`src/rtl/connect4_win_scanner_if.sv`:
```
// Request/result bundle between the game controller and the Connect-4 win scanner.
interface connect4_win_scanner_if;
    logic        start;
    logic [83:0] board_in;
    logic        busy;
    logic        done;
    logic [1:0]  winner;
    logic        draw;
    logic [2:0]  win_row;
    logic [2:0]  win_col;
    logic [1:0]  win_dir;

    modport master (
        output start, board_in,
        input  busy, done, winner, draw, win_row, win_col, win_dir
    );

    modport slave (
        input  start, board_in,
        output busy, done, winner, draw, win_row, win_col, win_dir
    );
endinterface

```
`src/rtl/connect4_win_scanner.sv`:
```
// Scans a captured 6x7 Connect-4 board one anchor cell per clock, row-major,
// and reports the first four-in-a-row found (or a draw on a full board).
module connect4_win_scanner (
    input  logic                         clk,
    input  logic                         reset,
    connect4_win_scanner_if.slave        bus
);

    typedef enum logic [1:0] {IDLE, SCAN, DONE} state_t;

    state_t      state;
    logic [83:0] snapshot;
    logic [2:0]  row_cnt;
    logic [2:0]  col_cnt;
    logic        busy_q;
    logic        done_q;
    logic        draw_q;
    logic [1:0]  winner_q;
    logic [2:0]  win_row_q;
    logic [2:0]  win_col_q;
    logic [1:0]  win_dir_q;

    int          anchor_r;
    int          anchor_c;
    logic        h_ok, v_ok, dr_ok, ur_ok;
    logic [7:0]  h_line, v_line, dr_line, ur_line;
    logic        hit;
    logic [1:0]  hit_dir;
    logic [1:0]  hit_player;
    logic        board_full;

    // Off-board coordinates read as empty, so no line can reach past the edge.
    function automatic logic [1:0] cell_at(input logic [83:0] b, input int r, input int c);
        logic [1:0] v;
        logic [6:0] idx;
        v   = 2'b00;
        idx = 7'd0;
        if (r >= 0 && r <= 5 && c >= 0 && c <= 6) begin
            idx = 7'((r * 7 + c) * 2);
            v   = b[idx +: 2];
        end
        return (v == 2'b11) ? 2'b00 : v;
    endfunction

    function automatic logic four_same(input logic [7:0] l);
        return (l[1:0] != 2'b00) && (l[1:0] == l[3:2]) &&
               (l[1:0] == l[5:4]) && (l[1:0] == l[7:6]);
    endfunction

    always_comb begin
        anchor_r = int'(row_cnt);
        anchor_c = int'(col_cnt);
        h_ok  = (col_cnt <= 3'd3);
        v_ok  = (row_cnt <= 3'd2);
        dr_ok = h_ok && v_ok;
        ur_ok = h_ok && (row_cnt >= 3'd3);

        h_line  = 8'd0;
        v_line  = 8'd0;
        dr_line = 8'd0;
        ur_line = 8'd0;
        if (h_ok)
            h_line  = {cell_at(snapshot, anchor_r,     anchor_c + 3),
                       cell_at(snapshot, anchor_r,     anchor_c + 2),
                       cell_at(snapshot, anchor_r,     anchor_c + 1),
                       cell_at(snapshot, anchor_r,     anchor_c)};
        if (v_ok)
            v_line  = {cell_at(snapshot, anchor_r + 3, anchor_c),
                       cell_at(snapshot, anchor_r + 2, anchor_c),
                       cell_at(snapshot, anchor_r + 1, anchor_c),
                       cell_at(snapshot, anchor_r,     anchor_c)};
        if (dr_ok)
            dr_line = {cell_at(snapshot, anchor_r + 3, anchor_c + 3),
                       cell_at(snapshot, anchor_r + 2, anchor_c + 2),
                       cell_at(snapshot, anchor_r + 1, anchor_c + 1),
                       cell_at(snapshot, anchor_r,     anchor_c)};
        if (ur_ok)
            ur_line = {cell_at(snapshot, anchor_r - 3, anchor_c + 3),
                       cell_at(snapshot, anchor_r - 2, anchor_c + 2),
                       cell_at(snapshot, anchor_r - 1, anchor_c + 1),
                       cell_at(snapshot, anchor_r,     anchor_c)};

        // Every line starts at the anchor, so the anchor cell names the winner.
        hit        = 1'b1;
        hit_dir    = 2'd0;
        hit_player = cell_at(snapshot, anchor_r, anchor_c);
        if (four_same(h_line))
            hit_dir = 2'd0;
        else if (four_same(v_line))
            hit_dir = 2'd1;
        else if (four_same(dr_line))
            hit_dir = 2'd2;
        else if (four_same(ur_line))
            hit_dir = 2'd3;
        else
            hit = 1'b0;
    end

    always_comb begin
        board_full = 1'b1;
        for (int k = 0; k < 42; k++)
            if (cell_at(snapshot, k / 7, k % 7) == 2'b00)
                board_full = 1'b0;
    end

    always_ff @(posedge clk) begin
        if (!reset) begin
            state     <= IDLE;
            snapshot  <= '0;
            row_cnt   <= 3'd0;
            col_cnt   <= 3'd0;
            busy_q    <= 1'b0;
            done_q    <= 1'b0;
            draw_q    <= 1'b0;
            winner_q  <= 2'd0;
            win_row_q <= 3'd0;
            win_col_q <= 3'd0;
            win_dir_q <= 2'd0;
        end else begin
            case (state)
                IDLE: begin
                    if (bus.start) begin
                        snapshot  <= bus.board_in;
                        row_cnt   <= 3'd0;
                        col_cnt   <= 3'd0;
                        busy_q    <= 1'b1;
                        draw_q    <= 1'b0;
                        winner_q  <= 2'd0;
                        win_row_q <= 3'd0;
                        win_col_q <= 3'd0;
                        win_dir_q <= 2'd0;
                        state     <= SCAN;
                    end
                end
                SCAN: begin
                    if (hit) begin
                        winner_q  <= hit_player;
                        win_row_q <= row_cnt;
                        win_col_q <= col_cnt;
                        win_dir_q <= hit_dir;
                        done_q    <= 1'b1;
                        state     <= DONE;
                    end else if (row_cnt == 3'd5 && col_cnt == 3'd6) begin
                        draw_q <= board_full;
                        done_q <= 1'b1;
                        state  <= DONE;
                    end else if (col_cnt == 3'd6) begin
                        col_cnt <= 3'd0;
                        row_cnt <= row_cnt + 3'd1;
                    end else begin
                        col_cnt <= col_cnt + 3'd1;
                    end
                end
                DONE: begin
                    done_q <= 1'b0;
                    busy_q <= 1'b0;
                    state  <= IDLE;
                end
                default: state <= IDLE;
            endcase
        end
    end

    assign bus.busy    = busy_q;
    assign bus.done    = done_q;
    assign bus.draw    = draw_q;
    assign bus.winner  = winner_q;
    assign bus.win_row = win_row_q;
    assign bus.win_col = win_col_q;
    assign bus.win_dir = win_dir_q;

endmodule

```
`src/flat_wrapper.sv`:
```
// flat-port wrapper written by rule: the top's interface ports become plain ports
module connect4_win_scanner_flat 
  (clk, reset, bus_start, bus_board_in, bus_busy, bus_done, bus_winner, bus_draw, bus_win_row, bus_win_col, bus_win_dir);
  connect4_win_scanner_if bus_i ();
  input  logic clk;
  input  logic reset;
  input wire logic [$bits(bus_i.start)-1:0] bus_start;
  input wire logic [$bits(bus_i.board_in)-1:0] bus_board_in;
  output wire logic [$bits(bus_i.busy)-1:0] bus_busy;
  output wire logic [$bits(bus_i.done)-1:0] bus_done;
  output wire logic [$bits(bus_i.winner)-1:0] bus_winner;
  output wire logic [$bits(bus_i.draw)-1:0] bus_draw;
  output wire logic [$bits(bus_i.win_row)-1:0] bus_win_row;
  output wire logic [$bits(bus_i.win_col)-1:0] bus_win_col;
  output wire logic [$bits(bus_i.win_dir)-1:0] bus_win_dir;
  assign bus_i.start = bus_start;
  assign bus_i.board_in = bus_board_in;
  assign bus_busy = bus_i.busy;
  assign bus_done = bus_i.done;
  assign bus_winner = bus_i.winner;
  assign bus_draw = bus_i.draw;
  assign bus_win_row = bus_i.win_row;
  assign bus_win_col = bus_i.win_col;
  assign bus_win_dir = bus_i.win_dir;
  connect4_win_scanner u_core (.clk(clk), .reset(reset), .bus(bus_i));
endmodule
```
`config.mk`:
```
export PLATFORM = sky130hd
export DESIGN_NAME = connect4_win_scanner_flat
export DESIGN_NICKNAME = d
export VERILOG_FILES = /design/src/rtl/connect4_win_scanner_if.sv /design/src/rtl/connect4_win_scanner.sv /design/src/flat_wrapper.sv
export SDC_FILE = /design/constraint.sdc
export NUM_CORES = 1
export LEC_CHECK = 0
export ABC_AREA = 1
export CAP_MARGIN = 20
export CORE_MARGIN = 3
export CORE_UTILIZATION = 50
export CTS_CLUSTER_SIZE = 14
export DETAILED_ROUTE_END_ITERATION = 16
export GPL_TIMING_DRIVEN = 0
export PLACE_DENSITY = 0.7
export RECOVER_POWER = 100
export SKIP_LAST_GASP = 1
export SYNTH_ARGS = -nofsm -noshare
export SYNTH_HDL_FRONTEND = slang
export SYNTH_SLANG_ARGS = --single-unit
```
`constraint.sdc`:
```
create_clock -name clk -period 13.3 [get_ports clk]
set_clock_uncertainty 0.2 [all_clocks]
set_input_delay 1.33 -clock clk [delete_from_list [all_inputs] [get_ports clk]]
set_output_delay 1.33 -clock clk [all_outputs]
set_load 0.01 [all_outputs]
```
[Word-level counts from Yosys, hierarchy flattened]
Index checks and enable logic that the tools add are counted.
Storage, ports and cells
  word-level logic and storage cells: 434
  register bits after elaboration: 105
  input bits: 87
  output and inout port bits: 13
Operators by class
  $lt $le $gt $ge: 23
  add/subtract/negate cells: 24
  equal/unequal tests: 82
  $mul: 7
  reduce and logical (&&, ||, !) cells: 101
  shift operators: 13
  muxes and demuxes: 173
Operators by type and width (count)
  $shiftx 84x8->2: 13
  $ge 32x1->1 const B: 9
  $le 32x4->1 const B: 9
  $mux 2: 98
  $eq 2x2->1 const B: 60
  $mul 32x4->6 const B: 3
  $logic_not 2->1: 43
  $mux 1: 52
  $add 6x6->6: 8
  $logic_and 1x1->1: 43
  $mux 8: 4
  $add 6x4->6: 5
  $mux 3: 9
  $eq 2x2->1: 12
  $pmux 3 s2: 4
  $mul 4x3->6 const B: 3
  $add 3x2->4 const B: 4
  $reduce_bool 2->1: 7
  $pmux 2 s2: 3
  $add 3x1->4 const B: 2
  $reduce_and 2->1: 4
  $reduce_and 4->1: 2
  $sub 3x2->4 const B: 2
  $add 3x1->3 const B: 2
  other kinds (13): 22

[Longest topological paths before layout]
Gate-level depths: netlist (run 1).
  depth in word-level cells: 48
  depth in mapped cells: 35
  depth with buffers taken out: 33

[Worst setup path before layout (run 1)]
Ideal clock, no wire load.
  path kind: reg2reg
  start: register u_core.row_cnt[0]
  end: register u_core.win_row_q[1] (netlist: u_core.bus.win_row[1])
  stages on the path, launching flop included: 32
  buffers on the path: 2
  setup time: 113 ps
  data arrival time: 5853 ps
  setup slack: 7134 ps
  period minus slack after synthesis: 6166 ps
  data required time: 12987 ps
  cells stage by stage: dfxtp_1 -> buf_2 -> inv_1 -> ha_1 -> xnor2_1 -> inv_1 -> ha_1 -> fa_1 -> inv_1 -> fa_1 -> inv_2 -> nor2_1 -> inv_1 -> o21ai_0 -> nor2_1 -> nand2_1 -> nand3_1 -> nand2_1 -> nand3_1 -> nand2_1 -> nand4_1 -> nand2_1 -> nand2_1 -> nor2_1 -> nor2_4 -> nand3_4 -> nand2_4 -> inv_4 -> buf_6 -> nand2_1 -> nand2_1 -> nor2_1
Between the ends
  longest elaborated chain between the ends: 20
  elaborated cells on any way between the ends: 183
Ends and longest elaborated chain
  start, declared: line connect4_win_scanner.sv:13  | logic [2:0] row_cnt;
  start signal, assigned: line connect4_win_scanner.sv:149  | row_cnt <= row_cnt + 3'd1;
  branches (longest 17 deep; another with $mul 32x4->6)
  $mux 1 (*): line connect4_win_scanner.sv:87  | if (four_same(h_line))
  $ne 2x1->1 (no source line) (*)
  $reduce_and 3->1 (no source line) (*)
  end signal, assigned: line connect4_win_scanner.sv:138  | win_row_q <= row_cnt;
  end, declared: line connect4_win_scanner.sv:19  | logic [2:0] win_row_q;
Mark *: on every way between the ends. The select of a mux whose other input is x is not followed.
A chain may end at the register's enable or synchronous reset.

[Worst setup path after layout (run 1)]
  start: register u_core.row_cnt[0]
  end: register u_core.winner_q[0] (netlist: u_core.bus.winner[0])
Between the ends
  longest elaborated chain between the ends: 20
  elaborated cells on any way between the ends: 187
Ends and longest elaborated chain
  branches (longest 20 deep; another with $mul 32x4->6)
  end signal, assigned: line connect4_win_scanner.sv:137  | winner_q <= hit_player;
  end, declared: line connect4_win_scanner.sv:18  | logic [1:0] winner_q;
Several ways; the timed one is not identified. The select of a mux whose other input is x is not followed.

==> impl_metrics.json, run 1 <==
{
  "drtIter0Drc": 2818,
  "synth-warning-count": 0,
  "worstPathArrival_ns": 9.72,
  "max_freq_mhz": 103,
  "synth_top_flop_cell": "dfxtp_1",
  "nets": 3076,
  "worst_slew_pin_slew_ns": 1.06,
  "die_y_um": 181,
  "yosys.area_share.xor_xnor": 0.0428,
  "crit_path_start_kind": "flip-flop",
  "avgSynthCellArea_um2": 5.56,
  "period_share": 0.726,
  "clkLatencyLatePin_ns": 0.37,
  "remaining_drc_errors": 0,
  "cts.htree.levels": 3,
  "use_met1": 0.545,
  "synth-edff-count": 0,
  "finalHoldViolCount": 0,
  "ys_async_sr_fraction": 0,
  "grt_util_met3": 0.0765,
  "status": "finished clean",
  "grt_pass1_wl_um": 111000,
  "ys_seq_area_frac": 0.137,
  "netlist_area_um2": 15300,
  "syn_to_final_growth_pct": 11.4,
  "rrSetupSlack_ns": 3.64,
  "grt_pass1_vias": 18800,
  "clockBufferDepth": 2,
  "crit_type": "flip-flop to flip-flop",
  "cts_hold_buf": 0,
  "synthAdderAreaFrac": 0.118,
  "tns_ns": 0,
  "rsz0062_at_grt": "false",
  "yosysTopAreaCell": "nand2_1",
  "grt_start_max_net_pins": 22,
  "fin_crit_ns": 9.66,
  "port_buffers": 98,
  "die-area_um2": 32700,
  "whs_path_depth": 2,
  "cts_setup_buffers": 0,
  "rr_worst_depth": 29,
  "drive_gt1_frac": 0.0258,
  "io_pins": 100,
  "end_kind": "flip-flop",
  "drt-total-wl_um": 74100,
  "finalSetupViolCount": 0,
  "vias": 20400,
  "r2r_end": "u_core.bus.winner[0]$_SDFFE_PN0P_",
  "dpl.hpwl_um": 59300,
  "cts.sinks": 105,
  "drtAntennaViolNets": 0,
  "synth_area_leaders": "nand2_1, nand3_1, dfxtp_1",
  "synth_top_family_by_area": "simple AND/OR/NAND/NOR gates",
  "critPathMaxFanout": 17,
  "grt_overflow_total": 0,
  "maxSlewViolCount": 0,
  "slowest_delay_ns": 1.01,
  "synth_fp_nets": 2967,
  "place_congestion": 1.11,
  "cts-root-buf": "clkbuf_16",
  "fillCellCount": 3089,
  "grt_usage": 0.435,
  "routed_via_density": 6.26,
  "hold_path_class": "flip-flop to flip-flop",
  "slowest_stage": "xnor2_1",
  "reg2reg_from": "u_core.row_cnt[0]$_SDFFE_PN0P_",
  "worstSetupPathDepth": 29,
  "met2_usage": 0.680,
  "cts_tree": "done",
  "required_ns": 13.35,
  "drv_cap": 0,
  "synth_seq_cells": 105,
  "rows": 63,
  "clk_pin_slew_ns": 0.09,
  "synthDistinctLibCells": 56,
  "muxShareOfSynthArea": 0,
  "synth_compound_area_frac": 0.105,
  "post_drt_wl_per_cell_um": 22.8,
  "min_from": "u_core.bus.win_dir[1]$_SDFFE_PN0P_",
  "crit_top_cell": "inv_1",
  "diodes": 0,
  "post_cts_resized": 0,
  "numCtsBuffers": 9,
  "path_buf_inv": 10,
  "antenna_found_initial": 0,
  "core-area_um2": 29900,
  "synth_simple_gate_area_frac": 0.514,
  "critical-path-top-delay-family": "buffers and inverters",
  "initial_core_util": 0.512,
  "first_pass_iters": 7,
  "relSlewSlack": 0.290,
  "netlist_instances": 2753,
  "synth_top_area_frac": 0.221,
  "top_usage_layer": "met2",
  "fp.dieW_um": 181,
  "whs_endpoint": "u_core.bus.win_dir[1]$_SDFFE_PN0P_"
}
==> Yosys cell counts (2+ instances only) <==
cell and count:
nand3_4 2, nor3_1 12, a221oi_1 2, nand2_1 899
a2111oi_0 2, a31oi_1 3, clkinv_1 6, ha_1 98
inv_1 192, nand4_1 11, o2111ai_1 4, o31ai_1 4
o21ai_1 7, a21oi_1 85, and2_1 9, o21ai_0 156
inv_2 6, xor2_1 32, a211o_1 2, nand3b_1 11
a21boi_0 2, nor2_1 277, fa_1 29, xor2_2 2
inv_4 2, o211ai_1 13, nand2_2 4, buf_2 20
nand3_2 4, a211oi_1 2, dfxtp_1 105, o21ai_2 2
buf_6 2, nor4_1 2, nand3_1 597, buf_4 8
a21o_1 2, clkbuf_1 75, buf_1 8, xnor2_1 34
nor2_2 5
==> cells by family after synthesis <==
family                     count (synthesis)
buffers and inverters                    320
and+or+nand+nor                         1838
adders and majority gates                127
xor gates and xnor gates                  70
AOI/OAI and AO/OA                        293
DFF                                      105
==> flip-flops by register name, indices dropped and copies added, names as in the netlist, 2 cells and up <==
| register | cells |
|---|---|
| u_core.bus.win_row | 3 |
| u_core.bus.win_col | 3 |
| u_core.snapshot | 84 |
| u_core.bus.winner | 2 |
| u_core.state | 2 |
| u_core.col_cnt | 3 |
| u_core.row_cnt | 3 |
| u_core.bus.win_dir | 2 |
==> metrics by stage <==
stage	instance area, um^2	hold slack, ns	cells	setup slack (ns)	util
global placement	16800	0.254	3241	5.11	0.561
CTS	17100	0.262	3257	4.93	0.572
floorplan	15300	0.254	2753	7.13	-
detailed placement	16800	0.251	3241	4.98	0.561
finish	17100	0.256	3257	3.64	0.571
global route	17100	0.289	3257	3.16	0.571
==> metal layers <==
layer	vias up	routed length [um]
met2	1424	31600
li1	9263	-
met3	362	8460
met5	-	0
met4	0	6760
met1	9349	27300
==> worst register-to-register path, delay by kind of cell, from the launching register on <==
kind	cells	cell delay [ns]
flip-flops	1	0.65
adder cells (fa/ha/maj)	4	2.52
XOR/XNOR	1	1.02
buffers and inverters	10	2.67
AO/OA/AOI/OAI	2	0.41
AND/OR/NAND/NOR	12	2.07
==> layout by cell type, fill, tap and decap left out, types with 12 or more instances in the layout <==
master	count
dlygate4sd3_1	14
o21ai_0	156
clkbuf_1	77
clkdlybuf4s50_1	84
inv_1	194
xnor2_1	34
fa_1	29
o211ai_1	13
nor2_1	278
nor3_1	12
xor2_1	32
nand3_1	597
ha_1	98
nand2_1	901
a21oi_1	85
buf_2	19
dfxtp_1	105
==> cell type report <==
cell class,instances,area [um^2],area share
clock inverters,7,82.6,0.00484
inverters,206,777,0.0456
well taps,390,488,0.0286
multi-input cells,2328,11900,0.698
repair buffers,98,981,0.0575
plain buffers,114,490,0.0288
flip-flops and latches,105,2100,0.123
clock buffers,9,225,0.0132
==> worst max path at each step <==
stage | from | end | slack, ns
final | u_core.row_cnt[0]$_SDFFE_PN0P_ | u_core.bus.winner[0]$_SDFFE_PN0P_ | 3.64
after global routing | u_core.row_cnt[0]$_SDFFE_PN0P_ | u_core.bus.winner[0]$_SDFFE_PN0P_ | 3.16
after CTS | u_core.row_cnt[0]$_SDFFE_PN0P_ | u_core.bus.winner[0]$_SDFFE_PN0P_ | 4.93
after detailed placement | u_core.row_cnt[0]$_SDFFE_PN0P_ | u_core.row_cnt[0]$_SDFFE_PN0P_ | 4.98
after global placement | u_core.row_cnt[0]$_SDFFE_PN0P_ | u_core.bus.win_row[1]$_SDFFE_PN0P_ | 5.11
after floorplan | u_core.row_cnt[0]$_SDFFE_PN0P_ | u_core.bus.win_row[1]$_SDFFE_PN0P_ | 7.13
Power of run 1 is left out: the tool's default activity adds up to more than one toggle a clock period on the data nets, which glitch-free logic cannot reach.
==> run 2: changes to the inputs <==
- clock period: 13.3 -> 9.69 ns (I/O delays scaled with it)
==> run 2 against run 1 <==
Flip-flop and latch count unchanged. Routed wire length increased by 0.11%. Register-to-register slack got worse by 2.8 ns. First-iteration DRC count increased by 0.78%. Design area increased by 0.15%.
==> impl_metrics.json, run 2 (same netlist as run 1, synthesis figures left out) <==
{
  "layout_common_cells": "nand2_1, nand3_1, nor2_1, inv_1, o21ai_0",
  "period_share": 0.910,
  "worst_slew_pin_slew_ns": 1.07,
  "clkLatencyLatePin_ns": 0.37,
  "core-area_um2": 29900,
  "placed_cell_area_um2": 16800,
  "nets": 3076,
  "drive_gt1_frac": 0.0276,
  "relSlewSlack": 0.284,
  "finalHoldViolCount": 0,
  "rows": 63,
  "cts.sinks": 105,
  "tns_ns": 0,
  "crit_path_start_kind": "flip-flop",
  "cts_hold_buf": 0,
  "grt_start_max_net_pins": 22,
  "cts-root-buf": "clkbuf_16",
  "cts.htree.levels": 3,
  "die_y_um": 181,
  "finalSetupViolCount": 0,
  "required_ns": 9.81,
  "largest_register": "u_core.snapshot",
  "port_buffers": 98,
  "rsz0062_at_grt": "false",
  "hold_path_class": "flip-flop to flip-flop",
  "routed_via_density": 6.28,
  "critPathMaxFanout": 17,
  "diodes": 0,
  "maxSlewViolCount": 0,
  "crit_top_cell": "nand2_1",
  "first_pass_iters": 11,
  "max_freq_mhz": 113,
  "grt_overflow_total": 0,
  "cts_setup_buffers": 0,
  "drtAntennaViolNets": 0,
  "numCtsBuffers": 9,
  "post_drt_wl_per_cell_um": 22.8,
  "status": "finished clean",
  "drtIter0Drc": 2840,
  "r2r_end": "u_core.col_cnt[1]$_SDFFE_PN0P_",
  "clockBufferDepth": 2,
  "critPathCapture": "u_core.col_cnt[1]$_SDFFE_PN0P_",
  "fin_crit_ns": 8.82,
  "place_congestion": 1.11,
  "dpl.hpwl_um": 59300,
  "end_kind": "flip-flop",
  "vias": 20400,
  "grt_usage": 0.435,
  "cts_tree": "done",
  "slowest_stage": "xnor2_1",
  "reg2reg_from": "u_core.row_cnt[0]$_SDFFE_PN0P_",
  "rr_worst_depth": 29,
  "fp.dieW_um": 181,
  "io_pins": 100,
  "drt-total-wl_um": 74200,
  "worstPathArrival_ns": 8.94,
  "antenna_found_initial": 0,
  "drv_cap": 0,
  "final_common_cell": "nand2_1",
  "initial_core_util": 0.512,
  "remaining_drc_errors": 0,
  "post_cts_resized": 0,
  "largest_register_ff_count": 84,
  "grt_pass1_vias": 18800,
  "grt_pass1_wl_um": 111000,
  "clk_pin_slew_ns": 0.08,
  "die-area_um2": 32700,
  "final_area_um2": 17100,
  "syn_to_final_growth_pct": 11.6,
  "crit_type": "flip-flop to flip-flop",
  "slowest_delay_ns": 1.02,
  "critPathLaunch": "u_core.row_cnt[0]$_SDFFE_PN0P_",
  "rrSetupSlack_ns": 0.87
}
-- run 2: how the worst min path moves through the flow --
stage,endpoint,from,slack [ns],depth (start not counted)
CTS,u_core.bus.win_dir[1]$_SDFFE_PN0P_,u_core.bus.win_dir[1]$_SDFFE_PN0P_,0.26,2
global placement,u_core.bus.win_dir[1]$_SDFFE_PN0P_,u_core.bus.win_dir[1]$_SDFFE_PN0P_,0.25,2
detailed placement,u_core.bus.win_dir[1]$_SDFFE_PN0P_,u_core.bus.win_dir[1]$_SDFFE_PN0P_,0.25,2
floorplan,u_core.state[0]$_SDFFE_PN0P_,u_core.state[0]$_SDFFE_PN0P_,0.25,2
finish,u_core.bus.win_dir[1]$_SDFFE_PN0P_,u_core.bus.win_dir[1]$_SDFFE_PN0P_,0.25,2
global route,u_core.bus.win_dir[1]$_SDFFE_PN0P_,u_core.bus.win_dir[1]$_SDFFE_PN0P_,0.29,2
-- run 2: area by class of cell --
cell class | instances | area (um^2)
clock buffers | 9 | 225
well taps | 390 | 488
multi-input cells | 2328 | 11900
inverters | 206 | 778
fillers | 3083 | 12800
plain buffers | 114 | 498
clock inverters | 7 | 82.6
flip-flops and latches | 105 | 2100
repair buffers | 98 | 981
-- run 2: critical path, delay by kind of cell (launching register included) --
kind            cells  cell delay [ns]
flops               1             0.67
xor+xnor            1             1.02
simple gates       14             1.91
buf+inv             8             2.04
fa+ha+maj           4             2.52
compound gates      2             0.42
-- run 2: routing by layer --
metal	routed length, um	vias to the layer above	share of wire	global-route usage
li1	-	9268	-	-
met5	0	-	0	0
met1	27100	9361	0.37	0.545
met2	31500	1465	0.42	0.680
met4	6830	0	0.092	0.304
met3	8780	350	0.12	0.0765
-- run 2: through the flow --
step | hold slack [ns] | setup slack (ns) | utilization | cells
floorplan | 0.254 | 3.52 | - | 2753
global placement | 0.254 | 1.50 | 0.561 | 3241
detailed placement | 0.251 | 1.37 | 0.561 | 3241
CTS | 0.262 | 1.32 | 0.572 | 3257
global route | 0.287 | 0.423 | 0.572 | 3257
finish | 0.255 | 0.868 | 0.572 | 3257
Power of run 2 is left out for the same reason.
==> run 3: changes to the inputs <==
- CORE_UTILIZATION: 50 -> 40
- PLACE_DENSITY: 0.7 -> 0.59
==> run 3 against run 2 <==
First-iteration DRC count shrank 14%. Highest routed layer unchanged. Non-clock buffer count grew 2. Via count shrank 1.9%.
==> impl_metrics.json, run 3 (same netlist as run 1, synthesis figures left out) <==
{
  "cts_hold_buf": 0,
  "top_layer": "met4",
  "routed_via_density": 5.94,
  "worst_slew_pin_slew_ns": 1.07,
  "max_freq_mhz": 115,
  "fin_crit_ns": 8.67,
  "clk_pin_slew_ns": 0.08,
  "path_buf_inv": 7,
  "first_pass_iters": 8,
  "tns_ns": 0,
  "drive_gt1_frac": 0.0275,
  "post_cts_resized": 0,
  "io_pins": 100,
  "slowest_stage": "ha_1",
  "crit_top_cell": "nand2_1",
  "clkLatencyLatePin_ns": 0.37,
  "cts-root-buf": "clkbuf_16",
  "slowest_delay_ns": 0.84,
  "wl_met2_um": 35400,
  "drtIter0Drc": 2429,
  "layout_common_cells": "nand2_1, nand3_1, nor2_1, inv_1, o21ai_0",
  "post_drt_wl_per_cell_um": 23.6,
  "dpl.hpwl_um": 64500,
  "grt_start_max_net_pins": 20,
  "period_share": 0.894,
  "grt_overflow_total": 0,
  "clockBufferDepth": 2,
  "remaining_drc_errors": 0,
  "place_congestion": 1.08,
  "cts_tree": "done",
  "wl_met3_um": 7160,
  "timing.hold.ws_ns": 0.277,
  "hold_path_class": "flip-flop to flip-flop",
  "cts_setup_buffers": 0,
  "initial_core_util": 0.406,
  "maxSlewViolCount": 0,
  "wl_met1_um": 31300,
  "rows": 71,
  "vias": 20100,
  "critical-path-top-delay-family": "adder cells",
  "die-area_um2": 40600,
  "port_buffers": 98,
  "relSlewSlack": 0.280,
  "critPathMaxFanout": 17,
  "grt_pass1_vias": 18700,
  "drtAntennaViolNets": 0,
  "fp.dieW_um": 202,
  "crit_path_start_kind": "flip-flop",
  "largest_register": "u_core.snapshot",
  "status": "finished clean",
  "worstPathArrival_ns": 8.78,
  "diodes": 0,
  "drv_cap": 0,
  "final_common_cell": "nand2_1",
  "nets": 3078,
  "antenna_found_initial": 0,
  "end_kind": "flip-flop",
  "numCtsBuffers": 9,
  "syn_to_final_growth_pct": 12.6,
  "drt-total-wl_um": 79700,
  "crit_type": "flip-flop to flip-flop",
  "cts.htree.levels": 3,
  "finalHoldViolCount": 0,
  "required_ns": 9.80,
  "cts.sinks": 105,
  "post-route-util": 0.457,
  "finalSetupViolCount": 0,
  "largest_register_ff_count": 84,
  "grt_pass1_wl_um": 117000,
  "die_y_um": 202,
  "core-area_um2": 37700,
  "grt_usage": 0.378,
  "rsz0062_at_grt": "false"
}
[run 3: metal layers]
| layer | vias to the layer above | GRT usage |
|---|---|---|
| met5 | - | 0 |
| met2 | 1143 | 0.611 |
| li1 | 9271 | - |
| met1 | 9345 | 0.476 |
| met4 | 0 | 0.230 |
| met3 | 306 | 0.0561 |
[run 3: final cells by class]
| cell class | instances | area (um^2) |
|---|---|---|
| clock inverter | 6 | 62.6 |
| clock buffer | 9 | 225 |
| timing repair buffer | 100 | 996 |
| multi-input combinational | 2328 | 11900 |
| tap | 511 | 639 |
| buffer | 114 | 498 |
| inverter | 206 | 778 |
| sequential | 105 | 2100 |
| fill | 4276 | 20400 |
[run 3: final timing paths]
path | startpoint | end | slack [ns] | cells after the start
worst max-delay path | u_core.row_cnt[0]$_SDFFE_PN0P_ | u_core.bus.win_dir[0]$_SDFFE_PN0P_ | 1.02 | 28
worst min-delay path | u_core.bus.win_col[2]$_SDFFE_PN0P_ | u_core.bus.win_col[2]$_SDFFE_PN0P_ | 0.28 | 2
worst max register to register | u_core.row_cnt[0]$_SDFFE_PN0P_ | u_core.bus.win_dir[0]$_SDFFE_PN0P_ | 1.02 | 28
worst min register to register | u_core.bus.win_col[2]$_SDFFE_PN0P_ | u_core.bus.win_col[2]$_SDFFE_PN0P_ | 0.28 | 2
[run 3: stage by stage]
step                std cells  setup slack [ns]  area [um^2]
floorplan                2753              3.52        15300
global placement         3362             0.939        16900
detailed placement       3363              1.60        16900
CTS                      3378              1.57        17200
global route             3379             0.534        17200
finish                   3379              1.02        17200
[run 3: tightest hold or removal path, cell delays in order (launching register included)]
cell	delay, ns
dfxtp_1	0.32
nor2_1	0.04
nor2_1	0.08
Power of run 3 is left out for the same reason.
